===== config.mk =====
export PLATFORM = sky130hd
export DESIGN_NAME = writeback_sb
export DESIGN_NICKNAME = d
export VERILOG_FILES = /design/src/rtl/core_pkg.sv /design/src/rtl/wb_fifo.sv /design/src/rtl/writeback_sb.sv
export SDC_FILE = /design/constraint.sdc
export NUM_CORES = 1
export LEC_CHECK = 0
export ABC_AREA = 1
export CAP_MARGIN = 20
export CORE_UTILIZATION = 45
export DETAILED_ROUTE_END_ITERATION = 6
export DONT_BUFFER_PORTS = 1
export SYNTH_ARGS = -nofsm -noshare
export SYNTH_HDL_FRONTEND = slang
export SYNTH_SLANG_ARGS = --single-unit

===== constraint.sdc =====
create_clock -name clk -period 4.75 [get_ports clk]
set_input_delay 0.7125 -clock clk [delete_from_list [all_inputs] [get_ports clk]]
set_output_delay 0.7125 -clock clk [all_outputs]
set_load 0.05 [all_outputs]

===== src/rtl/core_pkg.sv =====
// Shared definitions for the writeback/retire slice: result width, the
// architectural zero register and the result entry carried through the FIFO.
package core_pkg;

    localparam int XLEN = 32;
    localparam logic [4:0] REG_ZERO = 5'd0;

    typedef struct packed {
        logic [4:0]      rd;
        logic [XLEN-1:0] val;
    } wb_entry_t;

    // A retiring entry only writes the register file when it names a real register
    function automatic logic retire_writes(input logic [4:0] rd);
        return rd != REG_ZERO;
    endfunction

endpackage


===== src/rtl/wb_fifo.sv =====
// Dual-push, single-pop circular result buffer. When both pushes are used in
// the same cycle, the first entry lands at the write pointer and the second
// one slot after it, preserving arrival order. Pointers wrap modulo DEPTH and
// count is one bit wider so a full buffer is distinguishable from empty.
module wb_fifo
    import core_pkg::*;
#(
    parameter int DEPTH = 4,
    parameter int PTRW  = 2
) (
    input  logic            clk,
    input  logic            reset,
    input  logic            push_first,
    input  wb_entry_t       first_entry,
    input  logic            push_second,
    input  wb_entry_t       second_entry,
    input  logic            pop,
    output wb_entry_t       head,
    output logic [PTRW:0]   count
);

    wb_entry_t       mem [DEPTH];
    logic [PTRW-1:0] wr_ptr;
    logic [PTRW-1:0] rd_ptr;
    logic [PTRW-1:0] wr_ptr_plus1;
    logic [PTRW:0]   count_next;

    assign wr_ptr_plus1 = wr_ptr + PTRW'(1);
    assign head         = mem[rd_ptr];
    assign count_next   = count + (PTRW+1)'(push_first) + (PTRW+1)'(push_second)
                          - (PTRW+1)'(pop);

    // Storage writes; contents are don't-care until a push fills a slot
    always_ff @(posedge clk) begin
        if (push_first) begin
            mem[wr_ptr] <= first_entry;
        end
        if (push_second) begin
            mem[wr_ptr_plus1] <= second_entry;
        end
    end

    // Pointer and occupancy bookkeeping, cleared by reset to discard buffered results
    always_ff @(posedge clk or negedge reset) begin
        if (!reset) begin
            wr_ptr <= '0;
            rd_ptr <= '0;
            count  <= '0;
        end else begin
            if (push_first && push_second) begin
                wr_ptr <= wr_ptr + PTRW'(2);
            end else if (push_first) begin
                wr_ptr <= wr_ptr_plus1;
            end
            if (pop) begin
                rd_ptr <= rd_ptr + PTRW'(1);
            end
            count <= count_next;
        end
    end

endmodule


===== src/rtl/writeback_sb.sv =====
// Writeback and retire stage. Accepts results from the load unit and the ALU,
// buffers them in arrival order and retires one per cycle into the register
// file write port, reporting the retired register on lastRd for the fetch-side
// scoreboard. Load has priority when only one slot is free.
// Optional build macro WB_BYPASS_EN: a lone result arriving at an empty buffer
// retires at its own accept edge instead of passing through the FIFO.
module writeback_sb #(
    parameter int XLEN  = core_pkg::XLEN,
    parameter int DEPTH = 4,
    parameter int PTRW  = $clog2(DEPTH)
) (
    input  logic             clk,
    input  logic             reset,
    input  logic             ldValid,
    input  logic [4:0]       ldRd,
    input  logic [XLEN-1:0]  ldVal,
    output logic             ldReady,
    input  logic             aluValid,
    input  logic [4:0]       aluRd,
    input  logic [XLEN-1:0]  aluVal,
    output logic             aluReady,
    output logic             rfWe,
    output logic [4:0]       rfAddr,
    output logic [XLEN-1:0]  rfData,
    output logic [4:0]       lastRd,
    output logic [PTRW:0]    count
);

    core_pkg::wb_entry_t ld_entry;
    core_pkg::wb_entry_t alu_entry;
    core_pkg::wb_entry_t first_entry;
    core_pkg::wb_entry_t second_entry;
    core_pkg::wb_entry_t head;
    logic [PTRW:0]       free_slots;
    logic                ld_xfer;
    logic                alu_xfer;
    logic                push_first;
    logic                push_second;
    logic                pop;
`ifdef WB_BYPASS_EN
    logic                bypass_valid;
    core_pkg::wb_entry_t bypass_entry;
`endif

    // Readiness comes only from the registered occupancy, so a pop never frees a slot early
    assign free_slots = (PTRW+1)'(DEPTH) - count;
    assign ldReady    = free_slots >= (PTRW+1)'(1);
    assign aluReady   = free_slots >= (PTRW+1)'(2);

    assign ld_xfer  = ldValid && ldReady;
    assign alu_xfer = aluValid && aluReady;
    assign pop      = count != '0;

    assign ld_entry.rd   = ldRd;
    assign ld_entry.val  = ldVal;
    assign alu_entry.rd  = aluRd;
    assign alu_entry.val = aluVal;

    // Order the accepted results into FIFO slots: load first, ALU second
    always_comb begin
        push_first   = 1'b0;
        push_second  = 1'b0;
        first_entry  = ld_entry;
        second_entry = alu_entry;
`ifdef WB_BYPASS_EN
        bypass_valid = 1'b0;
        bypass_entry = ld_entry;
        if (count == '0 && (ld_xfer || alu_xfer)) begin
            bypass_valid = 1'b1;
            bypass_entry = ld_xfer ? ld_entry : alu_entry;
            if (ld_xfer && alu_xfer) begin
                push_first  = 1'b1;
                first_entry = alu_entry;
            end
        end else begin
            push_first  = ld_xfer || alu_xfer;
            first_entry = ld_xfer ? ld_entry : alu_entry;
            push_second = ld_xfer && alu_xfer;
        end
`else
        push_first  = ld_xfer || alu_xfer;
        first_entry = ld_xfer ? ld_entry : alu_entry;
        push_second = ld_xfer && alu_xfer;
`endif
    end

    wb_fifo #(
        .DEPTH (DEPTH),
        .PTRW  (PTRW)
    ) u_fifo (
        .clk          (clk),
        .reset        (reset),
        .push_first   (push_first),
        .first_entry  (first_entry),
        .push_second  (push_second),
        .second_entry (second_entry),
        .pop          (pop),
        .head         (head),
        .count        (count)
    );

    // Registered retire port; address and data hold when nothing retires
    always_ff @(posedge clk or negedge reset) begin
        if (!reset) begin
            rfWe   <= 1'b0;
            rfAddr <= '0;
            rfData <= '0;
            lastRd <= '0;
        end else if (pop) begin
            rfWe   <= core_pkg::retire_writes(head.rd);
            rfAddr <= head.rd;
            rfData <= head.val;
            lastRd <= head.rd;
`ifdef WB_BYPASS_EN
        end else if (bypass_valid) begin
            rfWe   <= core_pkg::retire_writes(bypass_entry.rd);
            rfAddr <= bypass_entry.rd;
            rfData <= bypass_entry.val;
            lastRd <= bypass_entry.rd;
`endif
        end else begin
            rfWe   <= 1'b0;
            lastRd <= '0;
        end
    end

endmodule


# --- Word level (Yosys, flattened, before mapping) ---
# Memory sizes are Yosys's and may differ from the RTL's.
# Cells that the tools add are included.
word_totals:
  output_inout_bits: 48
  ramBits: 148
  input_bits: 78
  latchBits: 0
  rom_bits: 0
  reg_bits: 50
  wordCells: 34
  n_memories: 1
op_classes:
  reduce_logical: 8
  bitwise: 0
  multipliers: 0
  order_cmp: 2
  n_mux: 9
  eq_ne: 0
  add_sub_neg: 7
  n_shift: 0
  div_mod_pow: 0
mem_list:
  columns: ["name", "words", "word_bits", "rd", "rd_clocked_by_memory_dff", "write_ports", "line", "source"]
  rows:
  - ["u_fifo.mem", 4, 37, 1, 0, 2, "wb_fifo.sv:22", "wb_entry_t mem [DEPTH];"]
op_table:
  columns: ["operator", "n"]
  rows:
  - ["2-to-1 mux 37 bit", 1]
  - ["adder 3 x 1 -> 3 bit", 2]
  - ["2-to-1 mux 1 bit", 5]
  - ["2-to-1 mux 5 bit", 1]
  - ["nonzero test 5 bit", 1]
  - ["adder 2 x 1 -> 2 bit (second input constant)", 2]
  - ["logical AND 1 bit", 4]
  - ["2-to-1 mux 2 bit", 2]
  - ["greater-or-equal comparator 3 x 1 -> 1 bit (second input constant)", 1]
  - ["greater-or-equal comparator 3 x 2 -> 1 bit (second input constant)", 1]
  - ["nonzero test 3 bit", 1]
  - ["subtractor 3 x 1 -> 3 bit", 1]
  - ["subtractor 3 bit (first input constant)", 1]
  - ["adder 2 bit (second input constant)", 1]
  - ["nonzero test 2 bit", 1]
  - ["logical OR 1 bit", 1]

# --- Depth between registers and ports, before layout ---
# Gate-level depths: netlist of run 1.
depth:
  depth_word: 7
  depth_mapped: 17
  mapped_depth_nobuf: 16

# --- By module ---
# Synthesis of run 1 repeated with hierarchy kept, for this count alone.
hier_totals:
  cells_unflattened: 1312
  area_unflattened_um2: 10617.7
by_module_without_submodules:
  columns: ["mod", "area_per_inst_um2", "seq_area_each_um2", "instances", "cells_each"]
  rows:
  - ["wb_fifo", 8388.0, 4619.4, 1, 999]
  - ["writeback_sb", 2229.6, 1076.0, 1, 313]

# --- Worst setup path before layout of run 1 ---
# No wires, ideal clock.
synth_timing:
  kind: "register to register"
  start: "register u_fifo.count[1]"
  end: "memory u_fifo.mem[2][0] (netlist name), enable pin"
  setup_ns: 0.510
  arrival_time_ns: 3.322
  path_stages_with_launch: 13
  n_path_buf: 1
  synth_period_minus_slack_ns: 3.832
  setup_slack_ns: 0.918
  path_cell_list: "dfrtp_1 inv_1 ha_1 ha_1 inv_1 nor2_2 nand2_1 nand2_1 inv_1 ha_1 nand2_2 clkbuf_1 nand2_1"
synth_rtl:
  columns: ["element", "line", "source"]
  rows:
  - ["start, declared", "wb_fifo.sv:19", "output logic [PTRW:0] count"]
  - ["start signal, assigned", "wb_fifo.sv:58", "count <= count_next;"]
  - ["end, declared", "wb_fifo.sv:22", null]

# --- Final worst setup path of run 1 ---
layout_timing:
  start: "register u_fifo.count[1]"
  end: "register u_fifo.count[2]"
layout_between:
  elab_chain_cells: 7
  elab_cells_between_ends: 11
  cone_classes: "4 x add/sub; 2 x order compare; 5 x reduce/logical"
layout_lines:
  columns: ["element", "line", "source"]
  rows:
  - ["subtractor 3 bit", "writeback_sb.sv:46", "assign free_slots = (PTRW+1)'(DEPTH) - count;"]
  - ["greater-or-equal comparator 3 x 1 -> 1 bit / greater-or-equal comparator 3 x 2 -> 1 bit (equally long branches)", "writeback_sb.sv:47, writeback_sb.sv:48", null]
  - ["logical AND 1 bit (on tied branches)", "writeback_sb.sv:50, writeback_sb.sv:51", null]
  - ["logical OR 1 bit", "writeback_sb.sv:81", "push_first = ld_xfer || alu_xfer;"]
  - ["adder 3 x 1 -> 3 bit (2 in series)", "wb_fifo.sv:30", "assign count_next = count + (PTRW+1)'(push_first) + (PTRW+1)'(push_second)"]
  - ["subtractor 3 x 1 -> 3 bit *", "wb_fifo.sv:31", "- (PTRW+1)'(pop);"]
  - ["named net u_fifo.count_next[2]", "wb_fifo.sv:26", "logic [PTRW:0] count_next;"]
# The timed path passes the listed nets; every way through them passes the cells marked *.
# A chain may end at the register's enable or synchronous reset.

==> impl_metrics.tcl, run 1 <==
set metrics [dict create \
    syn2layout_area_growth_pct 6.71 \
    grt_pass1_wl_um 38200 \
    synth_flop_cell "edfxtp_1" \
    clkTransAtPathRegs_ns 0.08 \
    dpl.cell_count 1267 \
    multiInputGateArea_um2 3680 \
    p_per_area_nw_per_um2 776 \
    cp-end-kind "flop" \
    avgRoutedWirePerCell_um 19.3 \
    cap_viol_max_count 0 \
    cts_sinks 198 \
    fp.dieW_um 151 \
    initial_core_util 0.459 \
    cp-start-kind "flop" \
    cts_root_buf "clkbuf_16" \
    cts_tree "built" \
    fp.dieArea_um2 22800 \
    synth_compound_area_frac 0.130 \
    core-area_um2 21800 \
    max_freq_mhz 259 \
    first_global_vias 6787 \
    wl_um 25200 \
    fillCellCount 2042 \
    postPlaceCellArea_um2 10100 \
    synth_cell_types 25 \
    hold_path.class "in -> async" \
    die_y_um 151 \
    syn-num-nets 1141 \
    criticalPathCategory "reg -> reg" \
    cts_hold_buffers 1 \
    h-tree-depth 4 \
    synth-async-reset-ratio 0.253 \
    grt_overflow 0 \
    synth-seq-cells 198 \
    routabilityCongestion 0.763 \
    p_leak_uw 0.00425 \
    drc 0 \
    ys_seq_area_frac 0.569 \
    seq_area_um2 5700 \
    synth.area.mux_share 0 \
    fin_crit_sh 0.814 \
    drt-pass1-iter-count 5 \
    status "complete, no violations" \
    yosys.area_share.simple 0.215 \
    rows 54 \
    tightest_slew_ns 0.958 \
    stdcell_count 1301 \
    final_cell_mix "168 x nor2_1, 160 x nand3_1, 148 x edfxtp_1" \
    clock_path_buffers 2 \
    detail-route-antenna-nets 0 \
    hold_viol 0 \
    cts_resized 0 \
    synth_edf_count 148 \
    final_common_cell "nor2_1" \
    finalSetupTns_ns 0 \
    cp_max_fo 38 \
    fin_crit_ns 3.86 \
    synth_area_per_cell_um2 9.53 \
    vdd_drop_max_v 0.000273 \
    slew_headroom 0.361 \
    rsz0062_at_grt "false" \
    finClkSkew_ns 0.0114 \
    grtUsageTotal 0.227 \
    slew_viol_final 0 \
    vias 7417 \
    ios 126 \
    nets 1098 \
    arrival_ns 4.15 \
    antenna_found_initial 1 \
    post_cts_buffers 0 \
    yosysWarnings 0 \
    numCtsBuffers 17 \
    fin_area_um2 10700 \
    via_per_inst 5.70 \
    first_iter_violations 546 \
    hpwl_um 14100 \
    grt_start_max_net_pins 77 \
    synth_top_family_by_area "simple AND/OR/NAND/NOR gates" \
    setup_violations 0 \
    port_buffers 0 \
    netlist_instances 1050 \
    synthAdderAreaFrac 0.0177 \
    post_synth_instance_area_um2 10000 \
    clk_latency_ns 0.44 \
    drive_above_1_share 0.0902 \
    synth-xor-area-share 0.00350 \
    crit_required_ns 5.04 \
]
per-layer routing:
layer	wire length (um)	vias up	track usage
met1	10400	3518	0.278
met5	0	-	0
met3	1650	39	0.0521
li1	-	3612	-
met4	465	0	0.0785
met2	12600	248	0.394
synthesized netlist by cell type, types with 10 or more instances:
| cell type | number | area share |
|---|---|---|
| clkbuf_1 | 17 | 0.0064 |
| nand3b_1 | 17 | 0.013 |
| edfxtp_1 | 148 | 0.44 |
| nand2_1 | 69 | 0.026 |
| o21ai_0 | 114 | 0.057 |
| nand3b_2 | 20 | 0.022 |
| nand3_1 | 160 | 0.080 |
| a31oi_1 | 32 | 0.020 |
| o21ai_1 | 106 | 0.053 |
| dfrtp_1 | 50 | 0.12 |
| buf_4 | 10 | 0.0075 |
| inv_1 | 50 | 0.019 |
| buf_2 | 30 | 0.015 |
| nand2_2 | 16 | 0.010 |
| nor2_1 | 168 | 0.063 |
| buf_6 | 10 | 0.011 |
| ha_1 | 11 | 0.014 |
metrics by stage:
step	hold WS, ns	worst slack [ns]	total power, uW	util
after floorplan	0.417	0.918	6150	-
after global placement	0.419	0.974	6870	0.462
after detailed placement	0.419	0.913	6940	0.462
after CTS	0.150	0.880	8360	0.489
after global routing	0.151	0.676	8830	0.490
final	0.145	0.886	8290	0.490
worst paths after layout:
kind | startpoint | end | slack (ns) | cells past startpoint
max | u_fifo.count[1]$_DFF_PN0_ | u_fifo.count[2]$_DFF_PN0_ | 0.89 | 14
min | reset | rfData[2]$_DFFE_PN0N_ | 0.14 | 1
min in group clk | u_fifo.mem[1][23]$_DFFE_PP_ | rfData[23]$_DFFE_PN0N_ | 0.52 | 2
max reg2reg | u_fifo.count[1]$_DFF_PN0_ | u_fifo.count[2]$_DFF_PN0_ | 0.89 | 14
min reg2reg | u_fifo.mem[1][23]$_DFFE_PP_ | rfData[23]$_DFFE_PN0N_ | 0.52 | 2
max in group asynchronous | reset | u_fifo.rd_ptr[1]$_DFFE_PN0N_ | 4.33 | 1
worst max-delay path: stages (launching register included):
cell,delay [ns]
dfrtp_1,0.72
inv_1,0.17
ha_1,0.22
ha_1,0.27
inv_1,0.04
nor2_2,0.11
nand2_2,0.07
nand2_2,0.06
buf_4,0.52
ha_1,0.27
inv_1,0.12
fa_1,0.42
fa_1,0.41
xnor2_1,0.15
xor2_1,0.17
final cells by class:
cell class                 instances  area share
clock buffer                      17      0.0398
inverter                          53      0.0186
antenna                            1    0.000234
clock inverter                    15      0.0142
multi-input combinational        721       0.344
sequential                       198       0.533
tap                              280      0.0328
timing repair buffer              16      0.0166
flip-flops by register name, indices dropped and copies added (netlist names):
name,count
lastRd,5
rfAddr,5
rfData,32
rfWe,1
u_fifo.count,3
u_fifo.mem,148
u_fifo.rd_ptr,2
u_fifo.wr_ptr,2
report_power, final:
| group | internal [uW] | total [uW] | switching, uW | leakage (uW) |
|---|---|---|---|---|
| clock | 735 | 1420 | 682 | 0.000275 |
| sequential | 2900 | 3980 | 1080 | 0.00195 |
| combinational | 904 | 2890 | 1980 | 0.00203 |
kinds of logic after synthesis:
| group | after synthesis |
|---|---|
| AND/OR/NAND/NOR | 451 |
| AO/OA/AOI/OAI | 253 |
| flip-flops | 198 |
| buffers and inverters | 131 |
| adder cells (fa/ha/maj) | 13 |
| XOR/XNOR | 4 |
Note: power is estimated with default switching activity, not from simulation.
==> run 2: changes to the inputs <==
Clock period 4.75 ns to 3.75 ns, I/O delays scaled along.
==> run 2 against run 1 <==
  * Non-clock buffer count increased by 8
  * Core utilization increased by 0.37 points
  * Sequential share of layout area decreased by 0.38 points
  * Sequential cell count unchanged
  * Critical path type unchanged
  * Highest routed layer unchanged
  * Die area unchanged
  * Worst hold slack improved by 0.27 ns
  * Total power increased by 27%
  * Critical path depth increased by 2
  * First-iteration DRC count decreased by 2.4%
==> impl_metrics.tcl, run 2 (synthesized netlist as in run 1, its figures left out) <==
set metrics [dict create \
    total_power_uw 10600 \
    reg_top3 "u_fifo.mem: 148 flops, rfData: 32 flops" \
    initial_core_util 0.459 \
    finClkSkew_ns 0.0124 \
    dpl.cell_count 1274 \
    first_iter_violations 533 \
    drt-pass1-iter-count 5 \
    final_cell_mix "168 x nor2_1, 160 x nand3_1, 148 x edfxtp_1" \
    clkTransAtPathRegs_ns 0.08 \
    hold_path_depth 2 \
    detail-route-antenna-nets 0 \
    h-tree-depth 4 \
    critPathTopFamily "adder cells" \
    path_common_cell "inv_1" \
    cap_viol_max_count 0 \
    grtUsageTotal 0.225 \
    path_buf_inv 5 \
    drive_above_1_share 0.0982 \
    cp_slowest_cell "dfrtp_2" \
    grt_start_max_net_pins 77 \
    clock_path_buffers 2 \
    criticalPathCategory "reg -> reg" \
    reg2reg_depth 16 \
    die_y_um 151 \
    setup_violations 0 \
    ios 126 \
    port_buffers 0 \
    fin_crit_sh 0.826 \
    avgRoutedWirePerCell_um 18.8 \
    cp-end-kind "flop" \
    first_global_vias 7035 \
    crit_chain "inv_1 > ha_1 > ha_1 > inv_1 > nor2_2 > nand2_1 > nand2_1 > inv_1 > ha_1 > inv_1 > ha_1 > inv_1 > fa_1 > fa_1 > xnor2_1 > xor2_1" \
    r2r_end "u_fifo.count[2]$_DFF_PN0_" \
    cts_root_buf "clkbuf_16" \
    hpwl_um 14000 \
    max_freq_mhz 323 \
    clk_latency_ns 0.44 \
    slew_headroom 0.327 \
    finalSetupTns_ns 0 \
    grt_overflow 0 \
    via_per_inst 5.59 \
    final_common_cell "nor2_1" \
    p_per_area_nw_per_um2 981 \
    rr_startpoint "u_fifo.count[1]$_DFF_PN0_" \
    grt_pass1_wl_um 37900 \
    status "complete, no violations" \
    syn2layout_area_growth_pct 7.52 \
    stdcell_count 1311 \
    arrival_ns 3.46 \
    critical_path.startpoint "u_fifo.count[1]$_DFF_PN0_" \
    routabilityCongestion 0.793 \
    fp.dieW_um 151 \
    drc 0 \
    vias 7334 \
    regMostFlops "u_fifo.mem" \
    cts_tree "built" \
    core-area_um2 21800 \
    hold_path.class "in -> reg" \
    nets 1106 \
    wl_um 24600 \
    fp.dieArea_um2 22800 \
    slowest_delay_ns 0.40 \
    slew_viol_final 0 \
    tightest_slew_ns 1.01 \
    min_to "u_fifo.mem[2][7]$_DFFE_PP_" \
    rows 54 \
    cp_max_fo 7 \
    hp-start "aluVal[7]" \
    p_leak_uw 0.00430 \
    vdd_drop_max_v 0.000411 \
    post_cts_buffers 0 \
    crit_required_ns 4.11 \
    hold_viol 0 \
    cp-start-kind "flop" \
    cts_sinks 198 \
    r2r_slack_ns 0.65 \
    largest_register_ffs 148 \
    antenna_found_initial 1 \
    fin_crit_ns 3.10 \
    rsz0062_at_grt "false" \
    numCtsBuffers 17 \
]
[run 2: metrics by stage]
step | instance area [um^2] | hold WS, ns | worst slack (ns) | util
2_1_floorplan | 10000 | 0.267 | 0.126 | -
3_3_place_gp | 10100 | 0.269 | 0.700 | 0.464
3_5_place_dp | 10100 | 0.269 | 0.653 | 0.464
4_1_cts | 10800 | 0.398 | 0.638 | 0.493
5_1_grt | 10800 | 0.409 | 0.442 | 0.493
6_report | 10800 | 0.415 | 0.652 | 0.493
[run 2: timing repair]
action,in CTS,in global routing
resized for setup,0,0
hold endpoints to repair,50,0
hold buffers,2,0
[run 2: final cells by class]
cell class              count  area [um^2]
inverters                  53          199
repair buffers             24          240
diodes                      3         7.51
flip-flops and latches    198         5700
well taps                 280          350
clock buffers              17          425
fillers                  1978        11100
clock inverters            15          163
multi-input cells         721         3680
[run 2: power by group]
group          total, uW  switching, uW  internal [uW]
logic               3840           2660           1180
registers           4880           1200           3680
clock network       1840            887            950
total              10600           4750           5810
[run 2: worst max-delay path by stage]
stage	slack, ns	depth (start not counted)	to
finish	0.65	16	u_fifo.count[2]$_DFF_PN0_
global route	0.44	16	u_fifo.count[2]$_DFF_PN0_
CTS	0.64	16	u_fifo.count[2]$_DFF_PN0_
detailed placement	0.65	16	u_fifo.count[2]$_DFF_PN0_
global placement	0.70	16	u_fifo.count[2]$_DFF_PN0_
floorplan	0.13	16	u_fifo.count[2]$_DFF_PN0_
[run 2: routing by layer]
layer / part of all wire / global-route usage / vias to the layer above
met3: 0.055 / 0.0461 / 31
met5: 0 / 0 / -
li1: - / - / 3623
met4: 0.015 / 0.0750 / 0
met2: 0.51 / 0.402 / 201
met1: 0.42 / 0.270 / 3479
==> run 3: changes to the inputs <==
Clock period 3.75 ns to 2.6 ns, I/O delays scaled along.
==> run 3 against run 2 <==
  * The flow now finishes with violations (negative setup slack)
  * Cell count is 0.84% higher
  * Critical path depth is the same
  * Worst hold slack got worse by 0.17 ns
  * Maximum frequency increased by 18%
  * Clock skew is 0.0010 ns lower
  * First-iteration DRC count grew 6.9%
  * Sequential cell count unchanged
  * Critical endpoint unchanged
  * Setup slack got worse by 0.68 ns
  * Count of clock-buffer cells in the layout increased by 1
  * Die area did not move
  * Routed wire length is 6.0% higher
==> impl_metrics.tcl, run 3 (synthesized netlist as in run 1, its figures left out) <==
set metrics [dict create \
    cp-start-kind "flop" \
    nets 1116 \
    clock_path_buffers 2 \
    clkTransAtPathRegs_ns 0.07 \
    finClkSkew_ns 0.0114 \
    crit_required_ns 2.92 \
    drc 0 \
    drt-pass1-iter-count 5 \
    numCtsBuffers 17 \
    avgRoutedWirePerCell_um 19.8 \
    rsz0062_at_grt "true" \
    tightest_slew_ns 0.894 \
    fin_ws_ns -0.0255 \
    grt_pass1_wl_um 38900 \
    p_leak_uw 0.00441 \
    cp-end-kind "flop" \
    slew_viol_final 0 \
    antenna_found_initial 4 \
    arrival_ns 2.94 \
    grt_start_max_net_pins 77 \
    reg_top3 "u_fifo.mem: 148 flops, rfData: 32 flops" \
    slew_headroom 0.404 \
    routabilityCongestion 0.757 \
    ios 126 \
    status "complete, but fails checks" \
    h-tree-depth 4 \
    setup_violations 1 \
    fin_crit_ns 2.63 \
    fp.dieArea_um2 22800 \
    final_common_cell "nor2_1" \
    first_global_vias 6809 \
    vdd_drop_max_v 0.000848 \
    via_per_inst 5.62 \
    post_cts_buffers 0 \
    hold_ws_ns 0.246 \
    hold_viol 0 \
    port_buffers 0 \
    drive_above_1_share 0.126 \
    cts_root_buf "clkbuf_16" \
    largest_register_ffs 148 \
    vias 7436 \
    criticalPathCategory "reg -> reg" \
    cts_sinks 198 \
    grtUsageTotal 0.231 \
    die_y_um 151 \
    cp_max_fo 3 \
    hpwl_um 14300 \
    violations "negative setup slack" \
    rows 54 \
    fp.dieW_um 151 \
    cap_viol_max_count 0 \
    p_per_area_nw_per_um2 1420 \
    hold_path.class "in -> reg" \
    fin_crit_sh 1.01 \
    finalSetupTns_ns -0.0255 \
    detail-route-antenna-nets 0 \
    cts_tree "built" \
    final_cell_mix "168 x nor2_1, 160 x nand3_1, 148 x edfxtp_1" \
    first_iter_violations 570 \
    clk_latency_ns 0.44 \
    initial_core_util 0.459 \
    core-area_um2 21800 \
    wl_um 26100 \
    grt_overflow 0 \
    syn2layout_area_growth_pct 10.3 \
    regMostFlops "u_fifo.mem" \
    max_freq_mhz 381 \
]
==> run 3: changes by cell type in the layout (fill, tap and decap cells not counted), moves of 5 or more <==
| cell | previous run | this run |
|---|---|---|
| inv_1 | 50 | 43 |
| nand2_8 | 0 | 6 |
| clkinv_4 | 1 | 6 |
| inv_2 | 3 | 8 |
| nand2_4 | 0 | 5 |
==> run 3: power breakdown <==
part | switching, uW | leakage, uW | total [uW] | internal, uW
sequential | 1740 | 0.00194 | 7050 | 5310
combinational | 4160 | 0.00218 | 6090 | 1920
clock | 1310 | 0.000280 | 2580 | 1280
total | 7200 | 0.00441 | 15700 | 8510
==> run 3: per-stage QoR <==
stage | setup slack (ns) | area, um^2 | util | total power, uW | cells
finish | -0.0255 | 11000 | 0.506 | 15700 | 1322
global route | -0.139 | 11000 | 0.506 | 16700 | 1320
CTS | -0.0544 | 11000 | 0.502 | 15600 | 1314
detailed placement | -0.0653 | 10300 | 0.474 | 13000 | 1280
global placement | -0.0268 | 10300 | 0.474 | 12900 | 1280
floorplan | -0.448 | 10200 | - | 11500 | 1050
==> run 3: path summary, 6_finish.rpt <==
path                                             from                          end  slack (ns)  cells after the start
setup / recovery            u_fifo.count[0]$_DFF_PN0_    u_fifo.count[2]$_DFF_PN0_       -0.03                     16
hold / removal                             aluVal[31]  u_fifo.mem[2][31]$_DFFE_PP_        0.25                      2
setup reg to reg            u_fifo.count[0]$_DFF_PN0_    u_fifo.count[2]$_DFF_PN0_       -0.03                     16
hold reg to reg            u_fifo.mem[1][4]$_DFFE_PP_        rfData[4]$_DFFE_PN0N_        0.53                      2
max in group asynchronous                       reset    u_fifo.count[0]$_DFF_PN0_        1.81                      2
min in group asynchronous                       reset       rfData[26]$_DFFE_PN0N_        0.51                      2
==> run 3: area by class of cell <==
class,instances,area [um^2]
Antenna cell,4,10.0
Clock buffer,18,429
Clock inverter,14,140
Fill cell,2004,10800
Inverter,53,204
Multi-Input combinational cell,725,3890
Sequential cell,198,5700
Tap cell,280,350
Timing Repair Buffer,30,323
==> run 3: worst max-delay path, stage by stage, from the launching register on <==
cell and delay (ns):
dfrtp_2 0.37, inv_2 0.05, ha_4 0.16, ha_4 0.26, inv_4 0.03, nor2_4 0.11
nand2_2 0.07, nand2_2 0.08, inv_2 0.05, ha_4 0.16, inv_4 0.06, ha_4 0.12
inv_2 0.03, fa_2 0.33, fa_2 0.36, xnor2_2 0.14, xor2_1 0.14
==> run 3: per-layer routing <==
layer  routed length (um)  global-route usage  share of wire  vias to the layer above
met5                   13                   0        0.00050                        -
met2                12800               0.389           0.49                      250
li1                     -                   -              -                     3652
met4                  342              0.0585          0.013                        2
met1                11200               0.300           0.43                     3503
met3                 1720              0.0545          0.066                       29
==> run 3: timing repair <==
item / CTS / global route
hold buffers: 2 / 0
pin swaps: 0 / 3
endpoints found under the hold margin: 50 / 0
cloned: 0 / 4
resized for setup: 3 / 6
endpoints found under the setup margin: 1 / 37
